--- src/rtl/latch_write_arbiter_pkg.sv ---
// Shared types and defaults for the latch write arbiter: FSM encoding,
// default parameter values and the round-robin index helper.
package latch_write_arbiter_pkg;

  typedef enum logic [1:0] {
    S_IDLE  = 2'd0,
    S_SETUP = 2'd1,
    S_WRITE = 2'd2,
    S_HOLD  = 2'd3
  } state_e;

  localparam int unsigned DefWidth        = 8;
  localparam int unsigned DefNreq         = 4;
  localparam int unsigned DefEnableCycles = 2;

  // Index reached by stepping 'off' places past 'base' in a ring of n.
  function automatic int unsigned wrap_add(input int unsigned base, input int unsigned off,
                                           input int unsigned n);
    return (base + off) % n;
  endfunction

endpackage

--- src/rtl/rr_priority_pick.sv ---
// Combinational round-robin picker: first set req bit searching from last+1
// upward (mod NREQ); 'any' flags that a winner exists.
module rr_priority_pick
  import latch_write_arbiter_pkg::*;
#(
  parameter int unsigned NREQ = DefNreq
) (
  input  logic [NREQ-1:0]         req,
  input  logic [$clog2(NREQ)-1:0] last,
  output logic [$clog2(NREQ)-1:0] win_idx,
  output logic                    any
);

  localparam int unsigned IdxW = $clog2(NREQ);

  always_comb begin
    int unsigned k;
    k       = 0;
    win_idx = '0;
    any     = 1'b0;
    for (int unsigned i = 1; i <= NREQ; i++) begin
      k = wrap_add(32'(last), i, NREQ);
      if (!any && req[k[IdxW-1:0]]) begin
        any     = 1'b1;
        win_idx = k[IdxW-1:0];
      end
    end
  end

endmodule

--- src/rtl/latch_write_arbiter.sv ---
// Round-robin owner of a shared D-latch bank; sequences each write as
// setup, ENABLE_CYCLES-long enable pulse, then hold, all outputs registered.
module latch_write_arbiter
  import latch_write_arbiter_pkg::*;
#(
  parameter int unsigned WIDTH         = DefWidth,
  parameter int unsigned NREQ          = DefNreq,
  parameter int unsigned ENABLE_CYCLES = DefEnableCycles
) (
  input  logic                  Clk,
  input  logic                  reset_b,
  input  logic [NREQ-1:0]       req,
  input  logic [NREQ*WIDTH-1:0] data_in,
  output logic [NREQ-1:0]       grant,
  output logic [NREQ-1:0]       done,
  output logic [WIDTH-1:0]      latch_D,
  output logic                  latch_enable,
  output logic                  busy
);

  localparam int unsigned IdxW = $clog2(NREQ);
  localparam int unsigned CntW = $clog2(ENABLE_CYCLES + 1);

  state_e          state_q;
  logic [CntW-1:0] cnt_q;
  logic [IdxW-1:0] last_q;
  logic [IdxW-1:0] win_idx;
  logic            any;

  rr_priority_pick #(
    .NREQ(NREQ)
  ) u_pick (
    .req    (req),
    .last   (last_q),
    .win_idx(win_idx),
    .any    (any)
  );

  always_ff @(posedge Clk or negedge reset_b) begin
    if (!reset_b) begin
      state_q      <= S_IDLE;
      cnt_q        <= '0;
      last_q       <= IdxW'(NREQ - 1);
      grant        <= '0;
      done         <= '0;
      latch_D      <= '0;
      latch_enable <= 1'b0;
      busy         <= 1'b0;
    end else begin
      done <= '0;
      unique case (state_q)
        S_IDLE: begin
          if (any) begin
            grant   <= NREQ'(1) << win_idx;
            latch_D <= data_in[win_idx*WIDTH +: WIDTH];
            last_q  <= win_idx;
            busy    <= 1'b1;
            state_q <= S_SETUP;
          end
        end
        S_SETUP: begin
          latch_enable <= 1'b1;
          cnt_q        <= CntW'(1);
          state_q      <= S_WRITE;
        end
        S_WRITE: begin
          if (cnt_q == CntW'(ENABLE_CYCLES)) begin
            latch_enable <= 1'b0;
            done         <= grant;
            state_q      <= S_HOLD;
          end else begin
            cnt_q <= cnt_q + CntW'(1);
          end
        end
        S_HOLD: begin
          grant   <= '0;
          busy    <= 1'b0;
          state_q <= S_IDLE;
        end
        default: state_q <= S_IDLE;
      endcase
    end
  end

endmodule

--- config.mk ---
export PLATFORM = sky130hd
export DESIGN_NAME = latch_write_arbiter
export DESIGN_NICKNAME = d
export VERILOG_FILES = /design/src/rtl/latch_write_arbiter_pkg.sv /design/src/rtl/rr_priority_pick.sv /design/src/rtl/latch_write_arbiter.sv
export SDC_FILE = /design/constraint.sdc
export NUM_CORES = 1
export LEC_CHECK = 0
export CAP_MARGIN = 20
export CORE_UTILIZATION = 44
export DETAILED_ROUTE_END_ITERATION = 16
export PLACE_DENSITY = 0.8
export REMOVE_ABC_BUFFERS = 1
export SYNTH_ARGS = -nofsm -noshare
export SYNTH_HDL_FRONTEND = slang
export SYNTH_SLANG_ARGS = --single-unit
--- constraint.sdc ---
create_clock -name Clk -period 2.5 [get_ports Clk]
set_clock_uncertainty 0.1 [all_clocks]
set_input_delay 0.375 -clock Clk [delete_from_list [all_inputs] [get_ports Clk]]
set_output_delay 0.375 -clock Clk [all_outputs]
set_load 0.05 [all_outputs]
==> reports/qor.yml <==
outcome:
  status: "finished, final reports clean"
timing:
  maxSlewViolCount: 0
  fin_ws_ps: 457.1
  worst_pin_slew_ps: 510.4
  rsz0062_at_grt: "no"
  setup_viol: 0
  fin_crit_sh_pct: 81.72
  tns_ps: 0
  hold_ws_ps: 302.4
  relSlewSlack_pct: 65.87
  finalHoldViolCount: 0
  period_minus_slack_ps: 2043
  timing.fmax_ghz: 0.4895
routing:
  first_iter_violations: 70
  wl_per_cell_um: 15.28
  dr.pass1.iters: 4
  drc: 0
  num_vias: 1361
  drt-total-wl_um: 3820
  vias_per_cell: 5.444
  drtAntennaViolNets: 0
finish:
  area_growth_syn_to_layout_pct: 45.38
  post-route-util_pct: 68.47
  drive_above_1_share_pct: 13.11
  layout.nets: 251
  diodes: 0
floorplan:
  core_um2: 3103
  rows: 20
  fp.dieW_um: 59.63
  die_h_um: 59.63
  ios: 56
  initial_core_util_pct: 47.10
  die-area_um2: 3556
pwr:
  peakVddDrop_uv: 730.6
  power_w: 0.002409
  leakagePower_nw: 0.9186
  p_per_area_nw_per_um2: 1134
cts:
  cts_sinks: 24
  cts_buffers: 3
  cts_tree: "done"
  post_cts_resized: 0
  root_buffer: "clkbuf_4"
  cts_hold_buffers: 0
  path_clk_slew_ps: 130
  post_cts_buffers: 0
  clkLatencyLatePin_ps: 320
  clock_path_buffers: 2
  cts-htree-levels: 1
worst_setup_path:
  arrival_ps: 1570
  crit_path_max_fanout: 4
  cp_data_required_time_ps: 2030
  end_kind: "output pin"
  crit_slowest_cell: "clkdlybuf4s50_1"
  cpLargestDelayFamily: "buffers and inverters"
  crit_type: "register to output pin"
  path_cells: "clkdlybuf4s50_1"
  start_kind: "register"
  critPathMaxStageDelay_ps: 820
  critPathBufInv: 1
synth:
  synthCells: 148
  syn_area_per_cell_um2: 9.874
  synth-seq-cells: 24
  syn_area_um2: 1461
  ys_types: 36
  synth-async-reset-ratio_pct: 100.0
  synth-warning-count: 0
  synth_edf_count: 0
  synth_top_flop_cell: "dfrtp_1"
  seq_area_frac_synth_pct: 41.27
placement:
  io_buffers: 55
  dp_slack_ps: 142.6
  hpwl_um: 2958
  place_congestion: 0.7746
global_routing:
  track_usage_pct: 23.15
  antenna_found_initial: 0
  grt_pass1_wl_um: 6161
  grt_max_degree: 25
  grt_pass1_vias: 1350
  grt_remaining_overflow: 0
min_path:
  hold_class: "input port to async pin"
flow_run:
  cap_violations: 0
## worst paths after layout
| path | end | slack (ps) | cells after the start | startpoint |
|---|---|---|---|---|
| worst max-delay path | grant[1] | 460 | 1 | grant[1]$_DFFE_PN0P_ |
| worst max register to register | latch_D[7]$_DFFE_PN0P_ | 650 | 6 | last_q[0]$_DFFE_PN1P_ |
| worst min-delay path | latch_D[2]$_DFFE_PN0P_ | 300 | 2 | reset_b |
| worst min register to register | last_q[1]$_DFFE_PN1P_ | 410 | 2 | last_q[1]$_DFFE_PN1P_ |
| min in group Clk | last_q[1]$_DFFE_PN1P_ | 410 | 2 | last_q[1]$_DFFE_PN1P_ |
| max in group asynchronous | last_q[1]$_DFFE_PN1P_ | 1710 | 2 | reset_b |
## cell usage in the layout (no fill, tap or decap), types with 2 or more instances in the layout
master | synthesis | final
a22oi_1 | 2 | 2
and3_1 | 7 | 7
nand2_1 | 11 | 11
o21ai_0 | 6 | 6
nand2b_1 | 4 | 4
buf_4 | 0 | 5
clkbuf_4 | 0 | 3
nor2_1 | 14 | 14
ha_1 | 6 | 6
dfstp_2 | 2 | 2
inv_1 | 13 | 13
a2bb2oi_1 | 2 | 2
dfrtp_1 | 22 | 22
mux2i_1 | 8 | 8
a211oi_1 | 7 | 7
a31oi_1 | 8 | 8
a211oi_2 | 9 | 9
a21o_1 | 2 | 2
a21oi_1 | 2 | 2
clkdlybuf4s50_1 | 0 | 55
## per-layer routing
layer / track usage (%) / share of wire (%)
met2: 40.45 / 52
met3: 2.838 / 4.1
met1: 28.85 / 42
met4: 9.302 / 1.4
met5: 0 / 0
## where the power goes
group	switching [W]	internal, W	total (W)
clock	0.000121	0.000162	0.000283
sequential	0.000113	0.000547	0.000660
combinational	0.000886	0.000580	0.00147
## cells by family after synthesis
family	after synthesis	synth area share, %
compound gates	47	26.97
simple gates	42	13.61
flops	24	41.27
buf+inv	20	6.934
mux	8	5.480
fa+ha+maj	6	5.137
xor+xnor	1	0.5994
## sequential cells by signal, summed over array words and instances (netlist names)
| register | cells |
|---|---|
| busy | 1 |
| cnt_q | 2 |
| done | 4 |
| grant | 4 |
| last_q | 2 |
| latch_D | 8 |
| latch_enable | 1 |
| state_q | 2 |
## cells in the mapped netlist (4+ instances only)
library cell / number / area [um^2]
and3_1: 7 / 43.79
mux2i_1: 8 / 80.08
a31oi_1: 8 / 50.05
nand2_1: 11 / 41.29
clkbuf_1: 4 / 15.01
o21ai_0: 6 / 30.03
nor2_1: 14 / 52.55
inv_1: 13 / 48.80
nand2b_1: 4 / 25.02
a211oi_1: 7 / 52.55
dfrtp_1: 22 / 550.5
a211oi_2: 9 / 112.6
ha_1: 6 / 75.07
## final cells by class
cell class,count,area [um^2]
multi-input combinational,104,757.0
clock inverter,1,30.03
timing repair buffer,61,608.1
inverter,13,48.80
tap,44,55.05
fill,268,978.4
sequential,24,603.1
clock buffer,3,22.52
## stage by stage
stage               cell area (um^2)  instances
detailed placement              2072        246
floorplan                       1409        141
global route                    2125        250
global placement                2072        246
CTS                             2125        250
finish                          2125        250
Note: power is estimated with default switching activity, not from simulation.
